File: config.mk
export PLATFORM = sky130hd
export DESIGN_NAME = band_scheduler
export DESIGN_NICKNAME = d
export VERILOG_FILES = /design/src/rtl/band_scheduler_pkg.sv /design/src/rtl/sample_ring32.sv /design/src/rtl/band_scheduler.sv
export SDC_FILE = /design/constraint.sdc
export NUM_CORES = 1
export LEC_CHECK = 0
export BUFFER_PORTS_ARGS = -buffer_cell sky130_fd_sc_hd__buf_2
export CAP_MARGIN = 25
export CORE_MARGIN = 1.5
export CORE_UTILIZATION = 40
export CTS_CLUSTER_DIAMETER = 200
export DETAILED_ROUTE_END_ITERATION = 10
export GPL_TIMING_DRIVEN = 0
export PLACE_DENSITY_LB_ADDON = 0.15
export SYNTH_ARGS = -nofsm -noshare
export SYNTH_HDL_FRONTEND = slang
export SYNTH_SLANG_ARGS = --single-unit
export TNS_END_PERCENT = 1
File: constraint.sdc
create_clock -name clock -period 23 [get_ports clock]
set_input_delay 3.45 -clock clock [delete_from_list [all_inputs] [get_ports clock]]
set_output_delay 3.45 -clock clock [all_outputs]
set_load 0.02 [all_outputs]
File: src/rtl/band_scheduler_pkg.sv
// Shared constants, state encoding and arithmetic helpers for the band scheduler.
package band_scheduler_pkg;

    localparam int DEF_NTAPS  = 31;
    localparam int DEF_NBANDS = 7;
    localparam int MAX_BANDS  = 7;

    localparam int X_W   = 8;
    localparam int C_W   = 10;
    localparam int P_W   = X_W + C_W;
    localparam int ACC_W = 24;
    localparam int Y_W   = 18;
    localparam int LVL_W = 8;

    localparam int RING_DEPTH = 32;
    localparam int PTR_W      = 5;

    localparam logic signed [ACC_W-1:0] SAT_MAX = 24'sd131071;
    localparam logic signed [ACC_W-1:0] SAT_MIN = -24'sd131072;

    typedef enum logic [1:0] {
        ST_IDLE = 2'd0,
        ST_MAC  = 2'd1,
        ST_DUMP = 2'd2
    } state_t;

    function automatic logic signed [Y_W-1:0] saturate(input logic signed [ACC_W-1:0] a);
        logic signed [ACC_W-1:0] c;
        if (a > SAT_MAX)      c = SAT_MAX;
        else if (a < SAT_MIN) c = SAT_MIN;
        else                  c = a;
        return c[Y_W-1:0];
    endfunction

    // |y| >> 10 clipped to 8 bits; -131072 maps to 128 without overflow.
    function automatic logic [LVL_W-1:0] level(input logic signed [Y_W-1:0] y);
        logic [Y_W-1:0] mag;
        logic [Y_W-1:0] shifted;
        mag     = y[Y_W-1] ? Y_W'(-y) : Y_W'(y);
        shifted = mag >> 10;
        return (shifted > Y_W'(255)) ? LVL_W'(255) : shifted[LVL_W-1:0];
    endfunction

    // Returns {found, index} of the lowest set mask bit at or above start.
    function automatic logic [3:0] find_band(input logic [MAX_BANDS-1:0] mask, input logic [3:0] start);
        logic [3:0] r;
        r = '0;
        for (int i = MAX_BANDS - 1; i >= 0; i--) begin
            if (mask[i] && (4'(i) >= start)) r = {1'b1, 3'(i)};
        end
        return r;
    endfunction

endpackage

File: src/rtl/sample_ring32.sv
// 32-entry sample history with write pointer and a combinational read by age offset.
module sample_ring32
    import band_scheduler_pkg::*;
(
    input  logic                    clock,
    input  logic                    reset,
    input  logic                    wr_en,
    input  logic signed [X_W-1:0]   wr_data,
    input  logic [PTR_W-1:0]        rd_offset,
    output logic signed [X_W-1:0]   rd_data
);

    logic signed [X_W-1:0] mem [RING_DEPTH];
    logic [PTR_W-1:0]      wptr;
    logic [PTR_W-1:0]      rd_addr;

    // NOTE: the history must read as silence after reset, so the storage is
    // reset as registers rather than left to power-up contents.
    always_ff @(posedge clock or negedge reset) begin
        if (!reset) begin
            wptr <= '0;
            for (int i = 0; i < RING_DEPTH; i++) mem[i] <= '0;
        end else if (wr_en) begin
            mem[wptr] <= wr_data;
            wptr      <= wptr + 1'b1;
        end
    end

    // Offset 0 is the newest sample; the 5-bit subtraction wraps mod 32.
    assign rd_addr = wptr - PTR_W'(1) - rd_offset;
    assign rd_data = mem[rd_addr];

endmodule

File: src/rtl/band_scheduler.sv
// Time-multiplexes one MAC across up to seven FIR band filters per input sample.
module band_scheduler
    import band_scheduler_pkg::*;
#(
    parameter int NTAPS  = DEF_NTAPS,
    parameter int NBANDS = DEF_NBANDS
) (
    input  logic                  clock,
    input  logic                  reset,
    input  logic                  ready,
    input  logic signed [X_W-1:0] x_in,
    input  logic [7:0]            controls,
    input  logic signed [C_W-1:0] coeff,
    output logic [4:0]            tap_index,
    output logic [2:0]            band_sel,
    output logic signed [Y_W-1:0] band_y,
    output logic [2:0]            band_num,
    output logic                  band_valid,
    output logic                  frame_done,
    output logic [LVL_W-1:0]      freq1,
    output logic [LVL_W-1:0]      freq2,
    output logic [LVL_W-1:0]      freq3,
    output logic [LVL_W-1:0]      freq4,
    output logic [LVL_W-1:0]      freq5,
    output logic [LVL_W-1:0]      freq6,
    output logic [LVL_W-1:0]      freq7,
    output logic                  busy,
    output logic                  overrun
);

    localparam logic [MAX_BANDS-1:0] BAND_MASK = MAX_BANDS'((1 << NBANDS) - 1);

    state_t                  state, state_nx;
    logic [4:0]              k;
    logic [2:0]              band;
    logic [MAX_BANDS-1:0]    mask;
    logic signed [ACC_W-1:0] acc;
    logic [LVL_W-1:0]        freq_q [MAX_BANDS];

    logic [MAX_BANDS-1:0]    en_mask;
    logic [3:0]              first_hit, next_hit;
    logic signed [X_W-1:0]   x_k;
    logic signed [P_W-1:0]   product;
    logic signed [ACC_W-1:0] prod_ext;
    logic signed [Y_W-1:0]   y_sat;
    logic                    accept;
    logic                    unused_ctrl;

    assign unused_ctrl = controls[7];
    assign en_mask     = controls[MAX_BANDS-1:0] & BAND_MASK;
    assign first_hit   = find_band(en_mask, 4'd0);
    assign next_hit    = find_band(mask, {1'b0, band} + 4'd1);
    assign accept      = ready && (state == ST_IDLE);

    sample_ring32 u_ring (
        .clock     (clock),
        .reset     (reset),
        .wr_en     (accept),
        .wr_data   (x_in),
        .rd_offset (k),
        .rd_data   (x_k)
    );

    assign product  = coeff * x_k;
    assign prod_ext = {{(ACC_W-P_W){product[P_W-1]}}, product};
    assign y_sat    = saturate(acc);

    always_ff @(posedge clock or negedge reset) begin
        if (!reset) state <= ST_IDLE;
        else        state <= state_nx;
    end

    // NOTE: every combinational output gets a default first so no path
    // through the case statement can infer a latch.
    always_comb begin
        state_nx = state;
        case (state)
            ST_IDLE: if (ready && (en_mask != '0)) state_nx = ST_MAC;
            ST_MAC:  if (k == 5'(NTAPS - 1))      state_nx = ST_DUMP;
            ST_DUMP: state_nx = next_hit[3] ? ST_MAC : ST_IDLE;
            default: state_nx = ST_IDLE;
        endcase
    end

    // NOTE: sequential state uses non-blocking assignments only, so every
    // register samples the pre-edge values regardless of statement order.
    always_ff @(posedge clock or negedge reset) begin
        if (!reset) begin
            k          <= '0;
            band       <= '0;
            mask       <= '0;
            acc        <= '0;
            band_y     <= '0;
            band_num   <= '0;
            band_valid <= 1'b0;
            frame_done <= 1'b0;
            overrun    <= 1'b0;
            for (int i = 0; i < MAX_BANDS; i++) freq_q[i] <= '0;
        end else begin
            band_valid <= 1'b0;
            frame_done <= 1'b0;
            if (ready && (state != ST_IDLE)) overrun <= 1'b1;
            case (state)
                ST_IDLE: if (ready) begin
                    mask <= en_mask;
                    band <= first_hit[2:0];
                    k    <= '0;
                    acc  <= '0;
                    for (int i = 0; i < MAX_BANDS; i++) begin
                        if (!en_mask[i]) freq_q[i] <= '0;
                    end
                    if (en_mask == '0) frame_done <= 1'b1;
                end
                ST_MAC: begin
                    acc <= acc + prod_ext;
                    if (k != 5'(NTAPS - 1)) k <= k + 5'd1;
                end
                ST_DUMP: begin
                    band_y       <= y_sat;
                    band_num     <= band;
                    band_valid   <= 1'b1;
                    freq_q[band] <= level(y_sat);
                    k            <= '0;
                    acc          <= '0;
                    if (next_hit[3]) band       <= next_hit[2:0];
                    else             frame_done <= 1'b1;
                end
                default: ;
            endcase
        end
    end

    assign busy      = (state != ST_IDLE);
    assign tap_index = busy ? k : 5'd0;
    assign band_sel  = busy ? band : 3'd0;

    assign freq1 = freq_q[0];
    assign freq2 = freq_q[1];
    assign freq3 = freq_q[2];
    assign freq4 = freq_q[3];
    assign freq5 = freq_q[4];
    assign freq6 = freq_q[5];
    assign freq7 = freq_q[6];

endmodule

==> out/qor.log, run 1 <==
INFO  run_status     run_status=complete, no violations
INFO  sta            fin_crit=9407ps
INFO  logic_synthesis synthCells=1721
INFO  critical_path  setup.reg_to_reg.worst_slack=13590ps
INFO  sta            rsz0062_at_grt=false
INFO  finish         layout.nets=2092
INFO  pwr            vdd.ir_drop.worst=75.25uV
INFO  sta            final.setup.tns=0ps
INFO  route          drtIter0Drc=660
INFO  logic_synthesis netlist-cell-type-count=55
INFO  sta            final_min_period_over_clock_period=40.90%
INFO  sta            slew-limit-headroom=22.35%
INFO  route          routed_vias=13.87k
INFO  global_routing global_route.usage.total=19.71%
INFO  route          firstDrtPassIters=5
INFO  route          drc_markers=0
INFO  worst_hold_path worstHoldPathType=reg2reg
INFO  logic_synthesis ys_top_cells_by_area=dfrtp_1, mux2_2, fa_1, mux4_2, ha_1
INFO  route          postRouteWirelength=52720um
INFO  critical_path  crit_path_max_incr_delay=750ps
INFO  clock_tree     cts_tree=yes
INFO  pwr            total_leakage_power=11.97nW
INFO  finish         layout_common_cells=dfrtp_1, mux2_2, nand2_1
INFO  critical_path  timing.critical_path.max_delay_family=adder cells
INFO  sta            finalMaxSlewViolations=0
INFO  critical_path  crit_path_start_kind=register
INFO  sta            hold-worst-slack=450.8ps
INFO  floorplanning  design.die.area=55140um2
INFO  global_routing grt_start_max_net_pins=113
INFO  finish         multi_input_comb_area=11160um2
INFO  clock_tree     worst_skew_pair.late_latency=560ps
INFO  finish         fill_cells=4850
INFO  logic_synthesis net_count_synth=1928
INFO  logic_synthesis synth_largest_type_area_fraction=44.47%
INFO  pwr            power.net_switching=1.828mW
INFO  logic_synthesis postSynth.asyncResetShare=100.0%
INFO  route          routed_via_density=5.327
INFO  logic_synthesis yosysTopAreaCell=dfrtp_1
INFO  pwr            power.combinational.fraction=59.9%
INFO  floorplanning  number_of_ports_placed_on_the_die_boundary=118
INFO  finish         total_inserted_antenna_cells=0
INFO  floorplanning  core_area=52870um2
INFO  clock_tree     ctsHoldBuffers=0
INFO  sta            finClkSkew=21.48ps
INFO  clock_tree     clock_tree.buffer_depth=3
INFO  pwr            intPower=2.276mW
INFO  clock_tree     post_cts_buffers=0
INFO  placed_design  gpl.final_weighted_congestion=0.8459
INFO  critical_path  critical-path-slowest-cell=clkbuf_1
INFO  logic_synthesis synth_edf_count=0
INFO  clock_tree     cts_resized=0
INFO  pwr            sequentialPowerShare=23.3%
INFO  finish         area_growth=13.75%
INFO  sta            worst_pin_slew=1165ps
INFO  critical_path  cp.arrival=9840ps
INFO  finish         postLayoutCellArea=24450um2
INFO  critical_path  crit_type=reg2reg
INFO  sta            hold_viol_final=0
INFO  route          route.antenna.remaining_nets=0
INFO  finish         layout_commonest_cell=dfrtp_1
INFO  job            drv_cap=0
INFO  sta            max_freq=106.3MHz
INFO  placed_design  post-dp-hpwl=40110um
INFO  critical_path  worst-path-buf-inv=5
INFO  floorplanning  start_util=40.66%
INFO  global_routing grt_antenna_before_repair=0
INFO  critical_path  worstPathRequired=23430ps
INFO  logic_synthesis syn_area_per_cell=12.49um2
INFO  floorplanning  floorplan.rows=84
INFO  pwr            netSwitchingFraction=44.54%
INFO  clock_tree     numCtsBuffers=42
INFO  clock_tree     clk_sinks=382
INFO  logic_synthesis yosysWarnings=0
INFO  critical_path  crit_path_max_fanout=10
INFO  pwr            power_per_cell_area=167.8nW/um2
INFO  clock_tree     cts.clk_slew.worst_paths=70ps
INFO  global_routing first_pass_grt_wire_length=85940um
INFO  finish         sequential_cell_area=9559um2
INFO  pwr            fin_total_pwr=4.103mW
INFO  placed_design  placed_cell_area=23040um2
INFO  placed_design  numPortBuffers=115
INFO  clock_tree     cts-htree-levels=2
INFO  route          wl_per_cell=20.25um
INFO  logic_synthesis synth_sequential_area_ratio=44.47%
INFO  finish         layout-drive-gt1-share=28.71%
INFO  sta            final-setup-viol-count=0
INFO  global_routing grt_pass1_vias=14.83k
INFO  floorplanning  chipWidth=234.8um
INFO  floorplanning  die_y=234.8um
INFO  pwr            clockPowerShare=16.8%
INFO  logic_synthesis synthesis.area=21500um2
INFO  logic_synthesis synth_flop_cell=dfrtp_1
INFO  logic_synthesis ys_seq_elements=382
INFO  critical_path  endpoint_kind=register
INFO  clock_tree     clk_root_buffer_cell=clkbuf_16
INFO  critical_path  critical-path-top-cell-by-count=fa_1
INFO  global_routing grt_remaining_overflow=0
cell usage after synthesis (3+ instances only):
library cell    n
mux4_2         80
nand4_1         5
nor3_1          9
nand3_1        27
clkbuf_1       62
mux2i_2         5
nor3b_1         4
xnor2_1        23
mux2_2        259
or3_1           3
fa_1          112
nor2b_1        45
inv_1         126
a221oi_1        3
o21ai_0       117
ha_1           66
and3_1          7
o21a_1          4
dfrtp_1       382
a22o_1         10
buf_2           7
o22ai_1         4
nand2b_1       17
and2_1          9
nand3b_1        3
a21oi_1        36
xor2_1         11
a211oi_1        4
a21o_1         14
nand2_1       157
o21ai_1         8
buf_1           4
a221o_1         3
nor2_1         61
a31oi_1         6
power by group through the flow:
stage | combinational (mW) | clock, mW | sequential [mW]
after floorplan | 1.79 | 0 | 0.994
after global placement | 2.48 | 0 | 0.962
after detailed placement | 2.49 | 0 | 0.967
after CTS | 2.52 | 0.708 | 0.955
after global routing | 2.80 | 0.735 | 0.977
final | 2.46 | 0.690 | 0.955
registers in the layout (all words and copies together) (netlist names), 5 cells and up:
| signal | flops |
|---|---|
| freq5 | 8 |
| freq1 | 8 |
| freq3 | 8 |
| mask | 7 |
| freq6 | 8 |
| freq2 | 8 |
| freq7 | 8 |
| band_y | 18 |
| acc | 24 |
| freq4 | 8 |
| k | 5 |
| u_ring.mem | 256 |
| u_ring.wptr | 5 |
stage by stage:
step                instances  utilization, %  setup slack (ps)
finish                   2604           46.25             13590
global route             2604           46.25             13060
CTS                      2604           46.25             13450
detailed placement       2529           43.58             13520
global placement         2524           43.38             10850
floorplan                1721               -             14860
worst register-to-register path: stages, from the launching register on:
cell and delay, ps:
dfrtp_1 370, inv_1 110, ha_1 240, fa_1 490, buf_1 690, clkbuf_1 760
mux4_2 440, mux4_2 490, mux2i_2 720, nor2b_1 290, fa_1 650, inv_1 430
fa_1 470, inv_1 70, fa_1 430, fa_1 490, ha_1 310, ha_1 360
a21o_1 210, a221oi_1 290, o21ai_0 170, a21oi_1 210, nand2b_1 150, nor2b_1 150
xnor2_1 100, a22o_1 180
layer usage:
metal,GRT usage [%],part of all wire (%)
met1,26.41,45
met3,2.585,3.1
met2,34.43,50
met4,3.778,1.5
met5,0,0
cell families (layout without fill, tap and decap cells):
group | after synthesis | count (layout) | share of synthesized area [%]
flops | 382 | 382 | 44.47
simple gates | 358 | 358 | 7.823
mux | 345 | 345 | 22.32
fa+ha+maj | 178 | 178 | 14.27
compound gates | 221 | 221 | 6.059
buf+inv | 202 | 397 | 3.603
xor+xnor | 35 | 35 | 1.461
area by class of cell:
class | instances | share of cell area [%]
multi-input combinational | 1137 | 45.65
inverter | 127 | 1.950
clock inverter | 17 | 0.8289
sequential | 382 | 39.09
tap | 688 | 3.520
buffer | 75 | 1.218
timing repair buffer | 120 | 2.784
clock buffer | 58 | 4.953
worst paths after layout:
kind,depth (start not counted),startpoint,end
hold / removal,1,overrun,overrun
setup / recovery,25,k[0],acc[18]
setup reg to reg,25,k[0],acc[18]
max in group asynchronous,3,reset,u_ring.mem[225]
min in group asynchronous,1,reset,freq2[4]
hold reg to reg,1,overrun,overrun
(Power assumes the default switching activity.)
==> inputs of run 2 (changes only) <==
Clock period 23 ns to 7.89 ns, I/O delays scaled along.
==> out/qor.log, run 2 (same netlist as run 1, synthesis figures left out) <==
INFO  critical_path  crit_path_start_kind=register
INFO  floorplanning  chipWidth=234.8um [unchanged]
INFO  critical_path  crit-reg2reg-launch=k[0]
INFO  finish         area_growth=15.88%
INFO  sta            final_min_period_over_clock_period=96.08% [+55 points]
INFO  finish         layout_common_cells=dfrtp_1, mux2_2, nand2_1
INFO  global_routing grt_remaining_overflow=0 [unchanged]
INFO  critical_path  endpoint_kind=register
INFO  route          route.antenna.remaining_nets=0 [unchanged]
INFO  floorplanning  number_of_ports_placed_on_the_die_boundary=118 [unchanged]
INFO  placed_design  numPortBuffers=115 [unchanged]
INFO  clock_tree     cts_tree=yes
INFO  global_routing first_pass_grt_wire_length=86410um [+0.55%]
INFO  finish         fill_cells=4797 [-1.1%]
INFO  clock_tree     numCtsBuffers=42 [unchanged]
INFO  route          routed_via_density=5.307 [-0.39%]
INFO  finish         largest_register_ff_count=256 [unchanged]
INFO  sta            setup_ws=309.0ps [-13280 ps]
INFO  worst_hold_path worst_hold_path_ep=overrun
INFO  clock_tree     cts-htree-levels=2 [unchanged]
INFO  finish         layout.nets=2113 [+1.0%]
INFO  sta            hold_viol_final=0 [unchanged]
INFO  sta            finalMaxSlewViolations=0 [unchanged]
INFO  floorplanning  die_y=234.8um [unchanged]
INFO  finish         postLayoutCellArea=24910um2 [+1.9%]
INFO  global_routing grt_pass1_vias=14.88k [+0.33%]
INFO  sta            final-setup-viol-count=0 [unchanged]
INFO  sta            slew-limit-headroom=21.82% [-0.53 points]
INFO  sta            max_freq=131.9MHz [+24%]
INFO  critical_path  depth_of_the_worst_register_to_register_path=26 [+4.0%]
INFO  global_routing grt_start_max_net_pins=113 [unchanged]
INFO  critical_path  crit_path_max_fanout=10 [unchanged]
INFO  placed_design  post-dp-hpwl=40110um [unchanged]
INFO  finish         sequential_cell_area=9559um2 [unchanged]
INFO  placed_design  gpl.final_weighted_congestion=0.8459 [unchanged]
INFO  finish         multi_input_comb_area=11290um2 [+1.1%]
INFO  finish         layout_commonest_cell=dfrtp_1
INFO  placed_design  placed_cell_area=23040um2 [unchanged]
INFO  route          routed_vias=13.94k [+0.45%]
INFO  global_routing grt_antenna_before_repair=0 [unchanged]
INFO  floorplanning  floorplan.rows=84 [unchanged]
INFO  job            drv_cap=0 [unchanged]
INFO  clock_tree     cts.clk_slew.worst_paths=70ps [about the same]
INFO  sta            finClkSkew=21.50ps [+0.01710 ps]
INFO  sta            fin_crit=7581ps [-1825 ps]
INFO  placed_design  pre_cts_worst_setup_slack=-1591ps [-15110 ps]
INFO  clock_tree     clk_sinks=382 [unchanged]
INFO  run_status     run_status=complete, no violations
INFO  critical_path  setup.reg_to_reg.worst_slack=310ps [-13280 ps]
INFO  clock_tree     clock_tree.buffer_depth=3 [unchanged]
INFO  critical_path  cp.arrival=7990ps [-1850 ps]
INFO  route          wl_per_cell=20.31um [+0.29%]
INFO  floorplanning  design.die.area=55140um2 [unchanged]
INFO  worst_hold_path worstHoldPathType=reg2reg
INFO  route          firstDrtPassIters=5 [unchanged]
INFO  critical_path  crit_type=reg2reg
INFO  worst_hold_path worst_hold_path.num_cells=1 [unchanged]
INFO  route          drtIter0Drc=662 [+0.30%]
INFO  route          postRouteWirelength=53320um [+1.1%]
INFO  finish         layout-drive-gt1-share=30.87% [+2.2 points]
INFO  clock_tree     clk_root_buffer_cell=clkbuf_16
INFO  route          drc_markers=0 [unchanged]
INFO  critical_path  timing.rr.end=acc[16]
INFO  finish         post-route-util=47.12% [+0.87 points]
INFO  finish         registers.top_by_ff_count=u_ring.mem
INFO  clock_tree     worst_skew_pair.late_latency=560ps [about the same]
INFO  sta            final.setup.tns=0ps [unchanged]
INFO  sta            worst_pin_slew=1173ps [+8.025 ps]
INFO  worst_hold_path timing.hold.worst.start=overrun
INFO  critical_path  worstPathRequired=8300ps [-15130 ps]
INFO  floorplanning  core_area=52870um2 [unchanged]
INFO  global_routing global_route.usage.total=19.83% [+0.12 points]
INFO  floorplanning  start_util=40.66% [unchanged]
INFO  finish         largest_registers=u_ring.mem (256), acc (24), band_y (18)
==> run 2: cell count changes in the layout (fill, tap and decap cells not counted), sizes merged <==
cell      change
buf          +27
clkbuf        -6
diode         +1
clkinvlp      +2
inv           -2
==> run 2: layer usage <==
metal	vias up	wire length (um)	GRT usage (%)
li1	6371	-	-
met4	0	1001	3.935
met3	65	1850	2.502
met1	7284	23660	26.62
met2	215	26810	34.61
met5	-	0	0
==> run 2: area by class of cell <==
type / count / area share (%)
multi-input combinational: 1137 / 45.32
sequential: 382 / 38.37
clock buffer: 58 / 4.862
timing repair buffer: 142 / 3.692
tap: 688 / 3.456
inverter: 127 / 1.944
buffer: 74 / 1.527
clock inverter: 17 / 0.8137
antenna: 1 / 0.01005
==> run 2: repair_timing <==
action                                  in CTS  in global routing
gates resized for setup                     35                 34
hold endpoints to repair                     0                  0
hold buffers                                 0                  0
setup buffers                               14                  7
endpoints found under the setup margin      17                 10
pin swaps                                    1                  6
==> run 2: how the worst max path moves through the flow <==
stage / end / from / slack, ps
2_1_floorplan: acc[18] / k[0] / 420
3_3_place_gp: u_ring.mem[225] / reset / -1990
3_5_place_dp: acc[18] / k[0] / -1590
4_1_cts: acc[18] / k[0] / 10
5_1_grt: acc[16] / k[0] / -4
6_report: acc[16] / k[0] / 310
==> run 2: critical path: stages (launching register included) <==
cell and delay (ps):
dfrtp_1 370, inv_1 110, ha_2 220, fa_2 630, buf_12 150, buf_6 210, mux4_2 320, mux4_2 510
mux2i_4 300, buf_6 180, nor2b_1 60, fa_1 480, inv_1 50, fa_1 470, inv_1 50, fa_1 500
fa_1 540, inv_1 50, fa_1 490, inv_1 40, ha_1 340, and3_1 200, a221o_1 380, a211o_1 320
a31oi_1 200, xor2_1 160, o21ai_0 90
==> run 2: through the flow <==
stage / hold WS [ps] / instances
after floorplan: 439.3 / 1721
after global placement: 432.9 / 2524
after detailed placement: 439.9 / 2529
after CTS: 453.4 / 2617
after global routing: 474.7 / 2625
final: 450.7 / 2626
Power of run 2 is not shown: default switching activity piles up to over one toggle a cycle in this logic, so the estimate is an artifact.
==> inputs of run 3 (changes only) <==
Settings changed: ABC_AREA set to 1.
==> out/qor.log, run 3 <==
INFO  run_status     run_status=complete, no violations
INFO  clock_tree     cts_tree=yes
INFO  clock_tree     ctsHoldBuffers=0 [unchanged]
INFO  logic_synthesis yosysWarnings=0 [unchanged]
INFO  placed_design  placedCellCount=3634 [+44%]
INFO  sta            final-setup-viol-count=0 [unchanged]
INFO  critical_path  crit_path_start_kind=register
INFO  global_routing top_usage_layer=met2
INFO  sta            finalMaxSlewViolations=0 [unchanged]
INFO  clock_tree     clk_sinks=382 [unchanged]
INFO  global_routing first_pass_grt_wire_length=118700um [+37%]
INFO  sta            fin_crit=7441ps [-139.7 ps]
INFO  route          drc_markers=0 [unchanged]
INFO  critical_path  worstPathRequired=8340ps [+40 ps]
INFO  global_routing grtUsageMet2=39.96% [+5.3 points]
INFO  logic_synthesis postSynth.asyncResetShare=100.0% [unchanged]
INFO  floorplanning  chipWidth=241.8um [+3.0%]
INFO  critical_path  cp.arrival=7890ps [-100 ps]
INFO  finish         layout.nets=3136 [+48%]
INFO  logic_synthesis synth.cells.most_frequent=nand2_1, dfrtp_1, inv_1, nor2_1, o21ai_0
INFO  clock_tree     cts.clk_slew.worst_paths=60ps [about the same]
INFO  finish         area_growth=14.51%
INFO  sta            final_min_period_over_clock_period=94.31% [-1.8 points]
INFO  floorplanning  floorplan.rows=87 [+3.6%]
INFO  global_routing grt_start_max_net_pins=115 [+1.8%]
INFO  logic_synthesis synth_largest_type_area_fraction=41.91% [-2.6 points]
INFO  critical_path  endpoint_kind=register
INFO  critical_path  setup.reg_to_reg.worst_slack=450ps [+140 ps]
INFO  finish         registers.top_by_ff_count=u_ring.mem
INFO  sta            hold-worst-slack=472.7ps [+22.06 ps]
INFO  global_routing grt_remaining_overflow=0 [unchanged]
INFO  finish         largest_register_ff_count=256 [unchanged]
INFO  clock_tree     numCtsBuffers=44 [+4.8%]
INFO  route          routed_via_density=5.310 [about the same]
INFO  sta            max_freq=134.4MHz [+1.9%]
INFO  logic_synthesis syn_area_per_cell=8.268um2 [-34%]
INFO  clock_tree     clock_tree.buffer_depth=3 [unchanged]
INFO  finish         total_inserted_antenna_cells=0 [-1]
INFO  global_routing grtUsageMet1=38.91% [+12 points]
INFO  global_routing gr-usage-met3=4.151% [+1.6 points]
INFO  placed_design  gpl.final_weighted_congestion=1.001 [+18%]
INFO  logic_synthesis synthesis.area=22810um2 [+6.1%]
INFO  route          postRouteWirelength=76610um [+44%]
INFO  finish         finalNonFillerCells=3720 [+42%]
INFO  critical_path  crit_type=reg2reg
INFO  floorplanning  number_of_ports_placed_on_the_die_boundary=118 [unchanged]
INFO  route          wl_per_cell=20.59um [+1.4%]
INFO  route          routed_vias=19.75k [+42%]
INFO  logic_synthesis ys_seq_elements=382 [unchanged]
INFO  logic_synthesis synthCells=2759 [+60%]
INFO  clock_tree     worst_skew_pair.late_latency=600ps [+40 ps]
INFO  floorplanning  design.die.area=58470um2 [+6.0%]
INFO  global_routing global_route.usage.total=26.55% [+6.7 points]
INFO  floorplanning  core_area=56390um2 [+6.7%]
INFO  logic_synthesis yosysTopAreaCell=dfrtp_1
INFO  floorplanning  start_util=40.45% [-0.21 points]
INFO  logic_synthesis synth_flop_cell=dfrtp_1
INFO  logic_synthesis net_count_synth=2966 [+54%]
INFO  route          firstDrtPassIters=5 [unchanged]
INFO  clock_tree     clk_root_buffer_cell=clkbuf_16
INFO  finish         post-route-util=46.32% [-0.80 points]
INFO  sta            finClkSkew=33.80ps [+12.30 ps]
INFO  job            drv_cap=0 [unchanged]
INFO  sta            hold_viol_final=0 [unchanged]
INFO  critical_path  crit_path_max_incr_delay=690ps [+60 ps]
INFO  worst_hold_path timing.hold.worst.start=freq3[2]
INFO  critical_path  worstSetupStartpoint=k[0]
INFO  finish         layout_commonest_cell=nand2_1
INFO  global_routing grt_pass1_vias=19.51k [+31%]
INFO  floorplanning  die_y=241.8um [+3.0%]
INFO  route          drtIter0Drc=1988 [+200%]
INFO  worst_hold_path worst_hold_path.num_cells=2 [+1]
INFO  logic_synthesis ys_top_cells_by_area=dfrtp_1, fa_1, nand2_1, o21ai_0, inv_1
INFO  sta            slew-limit-headroom=22.39% [+0.57 points]
INFO  critical_path  depth_of_the_worst_register_to_register_path=29 [+12%]
INFO  critical_path  critical-path-top-cell-by-count=inv_1
INFO  logic_synthesis synth_sequential_area_ratio=41.91% [-2.6 points]
INFO  placed_design  numPortBuffers=108 [-6.1%]
INFO  global_routing grt_antenna_before_repair=0 [unchanged]
INFO  logic_synthesis netlist-cell-type-count=46 [-16%]
INFO  critical_path  crit_path_max_fanout=10 [unchanged]
INFO  critical_path  crit-reg2reg-launch=k[0]
INFO  route          route.antenna.remaining_nets=0 [unchanged]
INFO  sta            worst_pin_slew=1164ps [-8.535 ps]
INFO  finish         layout-drive-gt1-share=12.01% [-19 points]
INFO  logic_synthesis synth_edf_count=0 [unchanged]
INFO  finish         largest_registers=u_ring.mem (256), acc (24), band_y (18)
INFO  finish         layout_common_cells=nand2_1, dfrtp_1, inv_1
INFO  logic_synthesis synth.most_common_cell=nand2_1
INFO  placed_design  post-dp-hpwl=58170um [+45%]
INFO  clock_tree     cts-htree-levels=2 [unchanged]
INFO  critical_path  critical-path-slowest-cell=clkbuf_1
INFO  worst_hold_path worstHoldPathType=reg2reg
run 3: cell count changes in the layout (fill, tap and decap cells not counted), moves of 66 or more:
cell / before / now
nand2_1: 157 / 588
mux2_2: 258 / 0
nor2_1: 61 / 311
inv_1: 123 / 333
a21oi_1: 35 / 202
o21ai_0: 115 / 270
nand3_1: 27 / 155
mux4_2: 80 / 0
o211ai_1: 0 / 66
run 3: final timing paths:
path,to
min in group asynchronous,freq7[4]
hold / removal,freq3[2]
max in group asynchronous,u_ring.mem[84]
setup reg to reg,acc[23]
setup / recovery,acc[23]
hold reg to reg,freq3[2]
run 3: layout make-up:
class / instances / area, um2
Clock buffer: 66 / 1294
Fill cell: 5687 / 30270
Clock inverter: 15 / 145.1
Timing Repair Buffer: 123 / 790.8
Buffer: 124 / 660.6
Sequential cell: 382 / 9559
Tap cell: 756 / 945.9
Multi-Input combinational cell: 1913 / 11440
Inverter: 341 / 1285
run 3: what timing repair did:
action,in CTS,in global routing
cloned,0,1
setup buffers,0,3
endpoints found under the setup margin,11,12
pin swaps,0,3
gates resized for setup,8,51
endpoints found under the hold margin,0,0
run 3: logic make-up after synthesis:
group                      synth area share (%)
and+or+nand+nor                           21.56
xor gates and xnor gates                 0.7899
DFF                                       41.91
AOI/OAI and AO/OA                         13.92
adders and majority gates                 13.45
buffers and inverters                     8.376
run 3: worst max-delay path, delay by kind of cell (launching register included):
family	cells	cell delay, ps
AO/OA/AOI/OAI	3	460
adder cells (fa/ha/maj)	7	3350
buffers and inverters	8	1470
flip-flops	1	380
AND/OR/NAND/NOR	11	1620
run 3: metal layers:
| metal | part of all wire, % | up-vias |
|---|---|---|
| met5 | 0 | - |
| met4 | 3.3 | 0 |
| met3 | 7.2 | 128 |
| met2 | 44 | 717 |
| met1 | 46 | 9705 |
| li1 | - | 9203 |
run 3: per-stage QoR:
stage | area, um2 | worst slack, ps | TNS, ps
global placement | 24300 | -2118 | -788550
floorplan | 22810 | 950.8 | 0
detailed placement | 24510 | -314.6 | -1860
finish | 26120 | 448.7 | 0
CTS | 25970 | 1.396 | 0
global route | 26120 | -1.547 | -1.547
Power of run 3 is left out for the same reason.
